<file path="config.mk">
export PLATFORM = sky130hd
export DESIGN_NAME = debug_module_mh
export DESIGN_NICKNAME = d
export VERILOG_FILES = /design/src/rtl/debug_module_mh.sv
export SDC_FILE = /design/constraint.sdc
export NUM_CORES = 1
export LEC_CHECK = 0
export BUFFER_PORTS_ARGS = -buffer_cell sky130_fd_sc_hd__buf_2
export CAP_MARGIN = 20
export CORE_UTILIZATION = 50
export DETAILED_ROUTE_END_ITERATION = 8
export MAX_ROUTING_LAYER = met4
export PLACE_DENSITY = 0.85
export SLEW_MARGIN = 20
export SYNTH_ARGS = -nofsm -noshare
export SYNTH_HDL_FRONTEND = slang
export SYNTH_SLANG_ARGS = --single-unit
</file>
<file path="constraint.sdc">
create_clock -name clk -period 2.4 [get_ports clk]
set_input_delay 0.24 -clock clk [delete_from_list [all_inputs] [get_ports clk]]
set_output_delay 0.24 -clock clk [all_outputs]
set_load 0.01 [all_outputs]
</file>
<file path="src/rtl/debug_module_mh.sv">
// Multi-hart RISC-V external debug module (0.13 subset).
// Sits between the DTM's DMI bus and NHARTS hart cores. Tracks per-hart halt/resume/havereset
// state through hartsel, holds NDATA abstract data registers with autoexec, and runs Access
// Register commands on the selected hart over a valid/ready access bus.
// Ports:
//   clk, rst                    clock and synchronous active-high reset
//   dmi_req_*                   DMI request (valid, addr, data, op: 01 read / 10 write)
//   dmi_rsp_data/dmi_rsp_valid  registered DMI response, one cycle after the request
//   hart_halted/haltreq/resumereq  per-hart run control
//   ndmreset                    system reset request
//   acc_*                       abstract register access bus to the harts
module debug_module_mh #(
  parameter int unsigned NHARTS = 2,
  parameter int unsigned NDATA  = 2,
  localparam int unsigned HW    = (NHARTS > 1) ? $clog2(NHARTS) : 1
) (
  input  logic              clk,
  input  logic              rst,
  input  logic              dmi_req_valid,
  input  logic [6:0]        dmi_req_addr,
  input  logic [31:0]       dmi_req_data,
  input  logic [1:0]        dmi_req_op,
  output logic [31:0]       dmi_rsp_data,
  output logic              dmi_rsp_valid,
  input  logic [NHARTS-1:0] hart_halted,
  output logic [NHARTS-1:0] hart_haltreq,
  output logic [NHARTS-1:0] hart_resumereq,
  output logic              ndmreset,
  output logic [HW-1:0]     acc_hart,
  output logic [15:0]       acc_addr,
  output logic [31:0]       acc_wdata,
  input  logic [31:0]       acc_rdata,
  output logic              acc_rd,
  output logic              acc_wr,
  output logic              acc_valid,
  input  logic              acc_ready
);

  localparam logic [6:0] AddrData0    = 7'h04;
  localparam logic [6:0] AddrDmcontrol = 7'h10;
  localparam logic [6:0] AddrDmstatus = 7'h11;
  localparam logic [6:0] AddrAbstractcs = 7'h16;
  localparam logic [6:0] AddrCommand  = 7'h17;
  localparam logic [6:0] AddrAbstractauto = 7'h18;

  typedef enum logic [1:0] {StIdle, StCheck, StExec, StWait} state_e;

  state_e              state_q, state_d;
  logic                dmactive_q, ndmreset_q, ndmreset_d;
  logic [HW-1:0]       hartsel_q, hartsel_d, acc_hart_q, acc_hart_d;
  logic [NHARTS-1:0]   haltreq_q, haltreq_d, resumereq_q, resumereq_d;
  logic [NHARTS-1:0]   resumeack_q, resumeack_d, havereset_q, havereset_d;
  logic [31:0]         data_q [NDATA];
  logic [31:0]         data_d [NDATA];
  logic [NDATA-1:0]    autoexec_q, autoexec_d;
  logic [2:0]          cmderr_q, cmderr_d;
  logic [31:0]         cmd_q, cmd_d;
  logic [31:0]         rsp_data_q, rd_val;
  logic                rsp_valid_q;

  logic rst_dm, req_wr, req_rd, dmc_wr, busy, data_any, busy_err, trigger;
  logic [NDATA-1:0] data_sel;
  logic [2:0] fsm_err, err;
  logic sel_exists, sel_halted, sel_havereset, sel_resumeack, tgt_exists, tgt_halted;

  assign rst_dm = rst | ~dmactive_q;
  assign req_wr = dmi_req_valid & (dmi_req_op == 2'b10);
  assign req_rd = dmi_req_valid & (dmi_req_op == 2'b01);
  assign dmc_wr = req_wr & (dmi_req_addr == AddrDmcontrol);
  assign busy   = (state_q != StIdle);

  // Per-hart status of the DMI-selected hart and of the latched command target.
  always_comb begin
    sel_exists = 1'b0; sel_halted = 1'b0; sel_havereset = 1'b0; sel_resumeack = 1'b0;
    tgt_exists = 1'b0; tgt_halted = 1'b0;
    for (int i = 0; i < NHARTS; i++) begin
      if (hartsel_q == HW'(i)) begin
        sel_exists    = 1'b1;
        sel_halted    = hart_halted[i];
        sel_havereset = havereset_q[i];
        sel_resumeack = resumeack_q[i];
      end
      if (acc_hart_q == HW'(i)) begin
        tgt_exists = 1'b1;
        tgt_halted = hart_halted[i];
      end
    end
  end

  always_comb begin
    data_sel = '0;
    for (int k = 0; k < NDATA; k++) data_sel[k] = (dmi_req_addr == AddrData0 + 7'(k));
  end
  assign data_any = |data_sel;

  // Read mux; everything reads 0 while the module is held in reset by dmactive.
  always_comb begin
    rd_val = '0;
    for (int k = 0; k < NDATA; k++) if (data_sel[k]) rd_val = data_q[k];
    case (dmi_req_addr)
      AddrDmcontrol: begin
        rd_val[16 +: HW] = hartsel_q;
        rd_val[1]        = ndmreset_q;
        rd_val[0]        = dmactive_q;
      end
      AddrDmstatus: begin
        rd_val[19:18] = {2{sel_havereset}};
        rd_val[17:16] = {2{sel_resumeack}};
        rd_val[15:14] = {2{~sel_exists}};
        rd_val[13:12] = {2{ndmreset_q}};
        rd_val[11:10] = {2{sel_exists & ~sel_halted}};
        rd_val[9:8]   = {2{sel_exists & sel_halted}};
        rd_val[7]     = 1'b1;
        rd_val[3:0]   = 4'd2;
      end
      AddrAbstractcs: begin
        rd_val[12]   = busy;
        rd_val[10:8] = cmderr_q;
        rd_val[3:0]  = 4'(NDATA);
      end
      AddrCommand:      rd_val = cmd_q;
      AddrAbstractauto: rd_val[NDATA-1:0] = autoexec_q;
      default: ;
    endcase
    if (rst_dm) rd_val = '0;
  end

  always_comb begin
    state_d     = state_q;
    cmd_d       = cmd_q;
    acc_hart_d  = acc_hart_q;
    ndmreset_d  = ndmreset_q;
    hartsel_d   = hartsel_q;
    haltreq_d   = haltreq_q & ~hart_halted;
    resumereq_d = resumereq_q & hart_halted;
    resumeack_d = resumeack_q | (resumereq_q & ~hart_halted);
    havereset_d = havereset_q;
    autoexec_d  = autoexec_q;
    data_d      = data_q;
    cmderr_d    = cmderr_q;
    busy_err    = 1'b0;
    fsm_err     = 3'd0;
    trigger     = 1'b0;

    if (dmc_wr) begin
      hartsel_d  = dmi_req_data[16 +: HW];
      ndmreset_d = dmi_req_data[1];
    end
    if (ndmreset_q & ~ndmreset_d) havereset_d = '1;
    if (dmc_wr) begin
      for (int i = 0; i < NHARTS; i++) begin
        if (dmi_req_data[16 +: HW] == HW'(i)) begin
          if (dmi_req_data[31]) begin
            haltreq_d[i] = 1'b1;
          end else if (dmi_req_data[30]) begin
            resumereq_d[i] = 1'b1;
            resumeack_d[i] = 1'b0;
          end
          if (dmi_req_data[28]) havereset_d[i] = 1'b0;
        end
      end
    end

    if (busy) begin
      // Accesses that would disturb a running command are dropped and flagged.
      if ((req_wr && (dmi_req_addr == AddrCommand || dmi_req_addr == AddrAbstractcs ||
                      dmi_req_addr == AddrAbstractauto || data_any)) || (req_rd && data_any)) begin
        busy_err = 1'b1;
      end
    end else begin
      if (req_wr && dmi_req_addr == AddrAbstractcs) cmderr_d = cmderr_q & ~dmi_req_data[10:8];
      if (req_wr && dmi_req_addr == AddrAbstractauto) autoexec_d = dmi_req_data[NDATA-1:0];
      for (int k = 0; k < NDATA; k++) if (req_wr && data_sel[k]) data_d[k] = dmi_req_data;
      if (cmderr_q == 3'd0) begin
        if (req_wr && dmi_req_addr == AddrCommand) begin
          trigger    = 1'b1;
          cmd_d      = dmi_req_data;
          acc_hart_d = hartsel_q;
        end
        for (int k = 0; k < NDATA; k++)
          if ((req_wr || req_rd) && data_sel[k] && autoexec_q[k]) trigger = 1'b1;
      end
    end

    unique case (state_q)
      StIdle: if (trigger) state_d = StCheck;
      StCheck: begin
        state_d = StIdle;
        if (cmd_q[31:24] != 8'd0 || cmd_q[22:20] != 3'd2 || cmd_q[18]) begin
          fsm_err = 3'd2;
        end else if (cmd_q[17] && (!tgt_halted || !tgt_exists || ndmreset_q)) begin
          fsm_err = 3'd4;
        end else if (!cmd_q[17]) begin
          if (cmd_q[19]) cmd_d[15:0] = cmd_q[15:0] + 16'd1;
        end else begin
          state_d = StExec;
        end
      end
      StExec: state_d = StWait;
      StWait: begin
        if (acc_ready) begin
          if (!cmd_q[16]) data_d[0] = acc_rdata;
          if (cmd_q[19]) cmd_d[15:0] = cmd_q[15:0] + 16'd1;
          state_d = StIdle;
        end
      end
      default: state_d = StIdle;
    endcase

    err = (fsm_err != 3'd0) ? fsm_err : (busy_err ? 3'd1 : 3'd0);
    if (err != 3'd0 && cmderr_q == 3'd0) cmderr_d = err;
  end

  // dmactive and the DMI response path live outside rst_dm so the bus keeps answering.
  always_ff @(posedge clk) begin
    if (rst) begin
      dmactive_q  <= 1'b0;
      rsp_valid_q <= 1'b0;
      rsp_data_q  <= '0;
    end else begin
      if (dmc_wr) dmactive_q <= dmi_req_data[0];
      rsp_valid_q <= dmi_req_valid;
      rsp_data_q  <= req_rd ? rd_val : 32'd0;
    end
  end

  always_ff @(posedge clk) begin
    if (rst_dm) begin
      state_q     <= StIdle;
      cmd_q       <= '0;
      acc_hart_q  <= '0;
      ndmreset_q  <= 1'b0;
      hartsel_q   <= '0;
      haltreq_q   <= '0;
      resumereq_q <= '0;
      resumeack_q <= '0;
      havereset_q <= '0;
      autoexec_q  <= '0;
      cmderr_q    <= '0;
      for (int k = 0; k < NDATA; k++) data_q[k] <= '0;
    end else begin
      state_q     <= state_d;
      cmd_q       <= cmd_d;
      acc_hart_q  <= acc_hart_d;
      ndmreset_q  <= ndmreset_d;
      hartsel_q   <= hartsel_d;
      haltreq_q   <= haltreq_d;
      resumereq_q <= resumereq_d;
      resumeack_q <= resumeack_d;
      havereset_q <= havereset_d;
      autoexec_q  <= autoexec_d;
      cmderr_q    <= cmderr_d;
      for (int k = 0; k < NDATA; k++) data_q[k] <= data_d[k];
    end
  end

  assign dmi_rsp_data   = rsp_data_q;
  assign dmi_rsp_valid  = rsp_valid_q;
  assign hart_haltreq   = haltreq_q;
  assign hart_resumereq = resumereq_q;
  assign ndmreset       = ndmreset_q;
  assign acc_hart       = acc_hart_q;
  assign acc_addr       = cmd_q[15:0];
  assign acc_wdata      = data_q[0];
  assign acc_valid      = (state_q == StExec);
  assign acc_rd = (state_q == StExec || state_q == StWait) & cmd_q[17] & ~cmd_q[16];
  assign acc_wr = (state_q == StExec || state_q == StWait) & cmd_q[17] & cmd_q[16];

endmodule
</file>
# Word level (Yosys, flattened, before mapping)
# Cells that the tools add are included.
# word_totals
wordCells	172
register_bits	148
out_inout_bits	90
input_bits	79
# op_classes
eq_ne	16
reduce_logical	38
bitwise_logic	21
muxes	79
addsub	1
# ops
op	count
32-bit two-way mux	7
16-bit two-way mux	8
64-bit two-way mux	1
7-bit by 5-bit == test with 1-bit output, second input constant	5
1-bit two-way mux	33
16-bit one-hot mux with 2 select lines	1
3-bit two-way mux	8
2-bit two-way mux	10
16-bit by 1-bit adder with 16-bit output, second input constant	1
2-bit one-hot mux with 4 select lines	2
7-bit by 3-bit == test with 1-bit output, second input constant	2
1-bit logical AND	13
12-bit two-way mux	1
3-bit one-hot mux with 2 select lines	2
1-bit logical OR	9
3-bit one-hot mux with 3 select lines	1
2-bit AND reduction	4
8-bit nonzero test	1
1-bit bitwise AND	7
2-bit bitwise AND	3
2-bit == test, second input constant	3
1-bit inverter	6
1-bit one-hot mux with 3 select lines	2
3-bit nonzero test	2
other kinds (18)	23

# Longest topological paths before layout
# Gate-level depths: netlist (run 1).
# logic_depth
depth_word	14
depth_mapped	8
mapped_depth_nobuf	5

# Worst setup path after synthesis (run 1)
# OpenSTA, ideal clock, no wires.
# synth_timing
path_type	in2reg
start	in dmi_req_addr[0]
end	reg resumeack_q[1]
required_ns	2.270
cell_stages	6
path_slack_ns	0.665
arrival_time_ns	1.605
setup_ns	0.130
path_cell_list	buf_6 or4b_4 and4bb_2 nand2_1 or2_1 nor3b_1
# synth_between
elab_chain_cells	3
# synth_rtl
item	line_no	rtl
start: declaration	20	input logic [6:0] dmi_req_addr,
7-bit by 5-bit == test with 1-bit output	69	assign dmc_wr = req_wr & (dmi_req_addr == AddrDmcontrol);
1-bit bitwise AND	69	
2-bit two-way mux	150	if (dmc_wr) begin
end signal: assignment	249	resumeack_q <= resumeack_d;
end: declaration	52	logic [NHARTS-1:0] resumeack_q, resumeack_d, havereset_q, havereset_d;
# No other way between the ends.
# A chain may end at the register's enable or synchronous reset.

# Worst setup path in the final report (run 1)
# layout_timing
start	reg cmd_q[18]
end	reg cmd_q[8]
# layout_between
elab_chain_cells	3
# layout_rtl
item	line_no	rtl
start: declaration	57	logic [31:0] cmd_q, cmd_d;
start signal: assignment	243	cmd_q <= cmd_d;
1-bit logical OR	189	if (cmd_q[31:24] != 8'd0 || cmd_q[22:20] != 3'd2 || cmd_q[18]) begin
16-bit two-way mux	189	
16-bit one-hot mux with 2 select lines	185	unique case (state_q)
# No other way between the ends.

==> results of run 1 <==
==> metrics by stage <==
step | hold slack, ns | utilization [%] | worst slack [ns] | power [mW] | instance area, µm²
global route | 0.0532 | 60.6 | 0.282 | 5.63 | 8450
floorplan | 0.309 | - | 0.665 | 2.57 | 7180
CTS | 0.0426 | 60.6 | 0.345 | 5.51 | 8440
global placement | 0.437 | 56.0 | 0.427 | 2.69 | 7800
detailed placement | 0.445 | 56.0 | 0.374 | 2.69 | 7800
finish | 0.0464 | 60.6 | 0.311 | 5.51 | 8450
==> power by group through the flow <==
stage	logic (mW)	clock network, mW	registers [mW]
2_1_floorplan	0.0606	0	2.51
3_3_place_gp	0.180	0	2.51
5_1_grt	0.198	2.97	2.46
6_report	0.187	2.87	2.46
3_5_place_dp	0.182	0	2.51
4_1_cts	0.182	2.87	2.46
==> cell usage after synthesis (all sizes together) (4+ instances only) <==
library cell and n:
buf 78, a22oi 10, o22ai 9, nor2b 9
nand2 158, and4 4, inv 5, a22o 27
a31oi 6, nand3 36, and3 11, nor3 7
nand4 9, nor2 32, a221oi 10, o21ai 45
mux2i 44, a21oi 118, or2 4, mux2 4
a32oi 4, dfxtp 148, nand2b 4, o211ai 4
clkbuf 37
==> logic make-up after synthesis <==
family / Yosys count / synth area share, %
simple gates: 298 / 20.5
compound gates: 248 / 21.1
flops: 148 / 41.3
buf+inv: 120 / 10.0
mux: 48 / 6.76
xor+xnor: 1 / 0.122
fa+ha+maj: 1 / 0.174
==> flip-flops by register name (all words and copies together) (netlist names), named ones only <==
signal and count:
acc_wdata 32, cmd_q 32, data_q 32, dmi_rsp_data 32, cmderr_q 3, autoexec_q 2, hart_haltreq 2, hart_resumereq 2
havereset_q 2, resumeack_q 2, acc_hart 1, dmactive_q 1, dmi_rsp_valid 1, hartsel_q 1, ndmreset 1, state_q 1
==> final cells by class <==
cell class	count	share of cell area, %
Antenna cell	1	0.0296
Multi-Input combinational cell	596	41.5
Timing Repair Buffer	197	12.8
Tap cell	180	2.67
Inverter	5	0.222
Clock buffer	20	5.53
Sequential cell	148	35.1
Clock inverter	12	2.10
==> routing by layer <==
| layer | global-route usage [%] | part of all wire [%] | vias to the layer above |
|---|---|---|---|
| met5 | - | 0 | - |
| met1 | 38.2 | 43 | 3172 |
| met3 | 5.66 | 8.7 | 63 |
| li1 | - | - | 3248 |
| met4 | 13.9 | 3.1 | 0 |
| met2 | 44.9 | 45 | 389 |
==> worst paths after layout <==
kind / start / to / slack (ns) / cells after the start
hold / removal: rst / dmactive_q / 0.05 / 2
hold reg to reg: data_q[18] / data_q[18] / 0.45 / 2
setup reg to reg: cmd_q[18] / cmd_q[8] / 0.31 / 5
setup / recovery: cmd_q[18] / cmd_q[8] / 0.31 / 5
==> summary.md, run 1 <==
| Metric | Value |
|---|---|
| Status | `complete, no violations` |
| Power Dens Cells | `approximately 650 nW/µm²` |
| Critical path startpoint category | `flop` |
| Most frequent cells in the layout | `168 x buf_2, 157 x nand2_1, 148 x dfxtp_1` |
| Die width | `roughly 120 µm` |
| Ordered cell list for the critical path | `nor4b_1 -> a41oi_1 -> nand2b_4 -> or4_1 -> a31oi_1` |
| Fmax | `about 480 MHz` |
| Pin count of the biggest net entering global routing | `48` |
| Worst Path Buf+Inv | `0` |
| Fin. max-slew vios | `0` |
| Fraction of final layout cells sized beyond drive strength 1 | `between 20% and 30%` |
| Synth area leader | `dfxtp_1` |
| Final GP Congestion | `around 1.0` |
| Commonest non-fill, non-tap cell in the layout | `buf_2` |
| Final net count | `approximately 1000` |
| Max FO, Critical Path | `13` |
| Seq/Total Area, Yosys | `approximately 41%` |
| Initial DRC count | `740` |
| Vias in the first global route | `6515` |
| Number of synthesized register bits | `roughly 150` |
| CTS Buffer Depth | `2` |
| Initial antenna violation count | `1` |
| Die height | `approximately 120 µm` |
| TritonCTS clock tree | `done` |
| Clock-pin transition on the worst setup and hold timing paths | `around 0.06 ns` |
| Clock power frac | `a little over half` |
| IO buf count | `approximately 170` |
| I/O Pins | `roughly 170` |
| Total die area | `roughly 15000 µm²` |
| Placed Cells | `around 1100` |
| # setup viols final | `0` |
| Core ar. | `about 14000 µm²` |
| Root Buffer | `clkbuf_16` |
| DRT antenna net count | `0` |
| Initial core utilization | `51.5%` |
| Period minus WS final | `between 2 and 2.5 ns` |
| CTS Buf Count | `17` |
| Arr. time, crit path | `~2.4 ns` |
| Clock sinks | `~150` |
| RSZ-0062 raised after global routing | `false` |
| Remaining Overflow, GRT | `0` |
| Post-CTS Setup Inserts | `0` |
| Vias per inst | `~6` |
| Area grow syn2layout | `17.6%` |
| Hold/Removal Path Class | `primary input to flop` |
| Switching power of the nets | `between 1 and 1.5 mW` |
| Fin cells | `~1200` |
| Post-DP HPWL | `about 15000 µm` |
| TNS Setup | `0 ns` |
| Clock skew | `slightly below 0.008 ns` |
| H-tree levels | `4` |
| Fillers | `1226` |
| Internal power | `between 4 and 5 mW` |
| Multi-input logic area | `approximately 3500 µm²` |
| Total number of vias | `approximately 6900` |
| GR Util All Layers | `between 20% and 30%` |
| Yosys warning total | `0` |
| Crit Path Class | `flop to flop` |
| Synthesized area | `roughly 7200 µm²` |
| Library cells used by synthesis | `65` |
| WL/cell | `~18 µm` |
| Row count | `43` |
| Slowest cell on the critical path | `or4_1` |
| Worst skew pair latency | `~0.43 ns` |
| Sw frac | `a little over a fifth` |
| DRC | `0` |
| Dominant synthesized flop cell | `dfxtp_1` |
| LEAKAGE | `3.37 nW` |
| Fin crit share | `around 87%` |
| Crit. End Element | `flop` |
| Slew headroom | `50.0%` |
| Slowest stage delay, CP | `roughly 0.52 ns` |
| Post-Syn Nets | `roughly 940` |
| MaxCap Viol Count | `0` |
| Peak supply drop | `roughly 0.48 mV` |
| CP required | `2.75 ns` |
| Hold Fails Final Rpt | `0` |
| Post-synth top area share | `around 41%` |
| Cells after synthesis | `between 800 and 900` |
| Register area | `roughly 3000 µm²` |
| Logic pwr share | `roughly 3.4%` |
| Asr flop ratio synth | `0%` |
| Worst-margin pin slew | `about 0.75 ns` |
| CTS resizes | `0` |
| TritonRoute pass-1 iters | `5` |
| EDFF count, synth | `0` |
| Total Wirelength | `21000 µm` |
| Avg Inst Size Synth | `8.31 µm²` |
| Seq pwr share | `44.6%` |
| Hold bufs inserted after CTS | `0` |
| Delay-heaviest family, CP | `simple AND/OR/NAND/NOR gates` |
| Area contributors post-synth | `dfxtp_1 41%, a21oi_1 8.2%, nand2_1 8.2%, mux2i_1 6.1%, buf_4 5.9%` |
| First-pass GRT wire length | `33100 µm` |
No activity file was read; power rests on OpenSTA's default activity.
==> run 2: changes to the inputs <==
Settings changed: CORE_UTILIZATION 50 to 49, PLACE_DENSITY 0.85 to 0.87.
Clock period 2.4 ns to 1.92 ns, I/O delays scaled along.
==> run 2 against run 1 <==
Clock skew is 0.00089 ns lower. Die area is 2.0% higher. Clock-buffer cell count is 1 lower. Final cell count is 2.1% higher. Core utilization is 1.5 points higher. Global-route usage is 0.66 points higher. Critical path type unchanged.
==> summary.md, run 2 (synthesis gave the netlist of run 1 again) <==
| Metric | Value |
|---|---|
| Status | `complete, no violations` |
| DRT antenna net count | `0 (unchanged)` |
| Final GP Congestion | `0.927 (-7.4%)` |
| Delay-heaviest family, CP | `simple AND/OR/NAND/NOR gates` |
| Crit. End Element | `flop` |
| Commonest non-fill, non-tap cell in the layout | `buf_2` |
| Fin. max-slew vios | `0 (unchanged)` |
| Design Area, Final | `8760 µm² (+3.7%)` |
| GR Util All Layers | `30.4% (+0.66 points)` |
| Clock skew | `0.00703 ns (-0.000892 ns)` |
| TritonRoute pass-1 iters | `5 (unchanged)` |
| Remaining Overflow, GRT | `0 (unchanged)` |
| Switching power of the nets | `1.42 mW (+22%)` |
| Cell Area, Placed | `8080 µm² (+3.6%)` |
| CP required | `2.27 ns (-0.48 ns)` |
| Sw frac | `20.4% (-0.64 points)` |
| Final core occ | `62.1% (+1.5 points)` |
| Critical path startpoint category | `flop` |
| Total die area | `15100 µm² (+2.0%)` |
| Crit path depth | `5 (unchanged)` |
| Worst-margin pin slew | `0.545 ns (-0.205 ns)` |
| Period minus WS final | `1.85 ns (-0.242 ns)` |
| TNS Setup | `0 ns (unchanged)` |
| Fin crit share | `96.2% (+9.2 points)` |
| H-tree levels | `4 (unchanged)` |
| Worst Path Buf+Inv | `0 (unchanged)` |
| CTS Buffer Depth | `2 (unchanged)` |
| Register area | `2960 µm² (unchanged)` |
| Worst skew pair latency | `0.42 ns (about the same)` |
| Clock sinks | `148 (unchanged)` |
| Ordered cell list for the critical path | `nor3b_1 -> a41oi_2 -> nand2b_4 -> or4_1 -> a31oi_1` |
| Fraction of final layout cells sized beyond drive strength 1 | `27.9% (+1.9 points)` |
| Hold Fails Final Rpt | `0 (unchanged)` |
| Fmax | `541 MHz (+13%)` |
| I/O Pins | `169 (unchanged)` |
| # setup viols final | `0 (unchanged)` |
| Clock-pin transition on the worst setup and hold timing paths | `0.06 ns (about the same)` |
| Slew headroom | `63.7% (+14 points)` |
| Fillers | `1173 (-4.3%)` |
| Min-Delay Path Depth | `3 (+1)` |
| WL/cell | `18.5 µm (+2.0%)` |
| IO buf count | `168 (unchanged)` |
| R2R depth | `5 (unchanged)` |
| Die height | `123 µm (+1.0%)` |
| Final net count | `1070 (+2.4%)` |
| RSZ-0062 raised after global routing | `false` |
| Crit Path Class | `flop to flop` |
| Pin count of the biggest net entering global routing | `47 (-2.1%)` |
| Slowest stage delay, CP | `0.51 ns (about the same)` |
| Clock power frac | `52.2% (+0.2 points)` |
| Most frequent cells in the layout | `168 x buf_2, 157 x nand2_1, 148 x dfxtp_1` |
| Logic pwr share | `3.5% (about the same)` |
| Vias per inst | `6.06 (+2.2%)` |
| Die width | `123 µm (+1.0%)` |
| Seq pwr share | `44.3% (-0.3 points)` |
| TritonCTS clock tree | `done` |
| MaxCap Viol Count | `0 (unchanged)` |
| Post-CTS Setup Inserts | `0 (unchanged)` |
| Area grow syn2layout | `22.0%` |
| Peak supply drop | `0.519 mV (+9.0%)` |
| Root Buffer | `clkbuf_16` |
| Slowest cell on the critical path | `or4_1` |
| Initial DRC count | `704 (-4.9%)` |
| DRC | `0 (unchanged)` |
| LEAKAGE | `3.55 nW (+5.5%)` |
| Max FO, Critical Path | `8 (-5)` |
| CTS Buf Count | `17 (unchanged)` |
| Power Dens Cells | `792 nW/µm² (+21%)` |
| Total Wirelength | `21900 µm (+4.1%)` |
| Internal power | `5.52 mW (+27%)` |
| Vias in the first global route | `6746 (+3.5%)` |
| Initial core utilization | `50.9% (-0.59 points)` |
| Multi-input logic area | `3540 µm² (+0.82%)` |
| Arr. time, crit path | `2.20 ns (-0.24 ns)` |
| First-pass GRT wire length | `34300 µm (+3.5%)` |
| Total number of vias | `7170 (+4.3%)` |
| Row count | `43 (unchanged)` |
| Core ar. | `14100 µm² (+1.2%)` |
| Hold/Removal Path Class | `primary input to flop` |
| Post-DP HPWL | `15000 µm (+1.7%)` |
| Initial antenna violation count | `2 (+1)` |
==> run 2: stage by stage <==
stage	setup slack, ns	instances	hold slack, ns	total power [mW]
6_report	0.0728	1183	0.0394	6.94
5_1_grt	0.00845	1183	0.0384	7.11
4_1_cts	0.0336	1181	0.0280	6.94
3_5_place_dp	0.0358	1150	0.429	3.37
3_3_place_gp	0.0707	1150	0.419	3.37
2_1_floorplan	0.202	864	0.261	3.22
==> run 2: path summary, 6_finish.rpt <==
path                            slack [ns]    endpoint              from
worst max-delay path                  0.07    cmd_q[8]        state_q[0]
worst min register to register        0.45   data_q[5]         data_q[5]
worst max register to register        0.07    cmd_q[8]        state_q[0]
worst min-delay path                  0.04  data_q[11]  dmi_req_data[11]
==> run 2: worst register-to-register path, stage by stage, from the launching register on <==
cell	delay, ns
dfxtp_1	0.35
nor3b_1	0.35
a41oi_2	0.19
nand2b_4	0.21
or4_1	0.51
a31oi_1	0.17
==> run 2: power by group through the flow <==
stage	clock, mW	combinational [mW]	sequential, mW
3_3_place_gp	0	0.230	3.14
4_1_cts	3.63	0.239	3.07
6_report	3.62	0.244	3.07
5_1_grt	3.78	0.257	3.07
3_5_place_dp	0	0.234	3.14
2_1_floorplan	0	0.0757	3.14
==> run 2: layout make-up <==
class                   instances  area share [%]
multi-input cells             596            40.4
flip-flops and latches        148            33.8
repair buffers                222            15.7
clock buffers                  19            5.17
well taps                     180            2.57
clock inverters                11            2.09
inverters                       5           0.214
diodes                          2          0.0571
==> run 2: repair_timing <==
action / CTS / global route
resized for setup: 0 / 5
hold buffers: 1 / 0
endpoints found under the hold margin: 2 / 0
setup endpoints to repair: 0 / 6
==> run 2: routing by layer <==
metal,global-route usage (%),share of wire (%)
met2,46.8,46
met3,5.17,9.1
met1,37.9,40
met4,16.8,4.6
met5,-,0
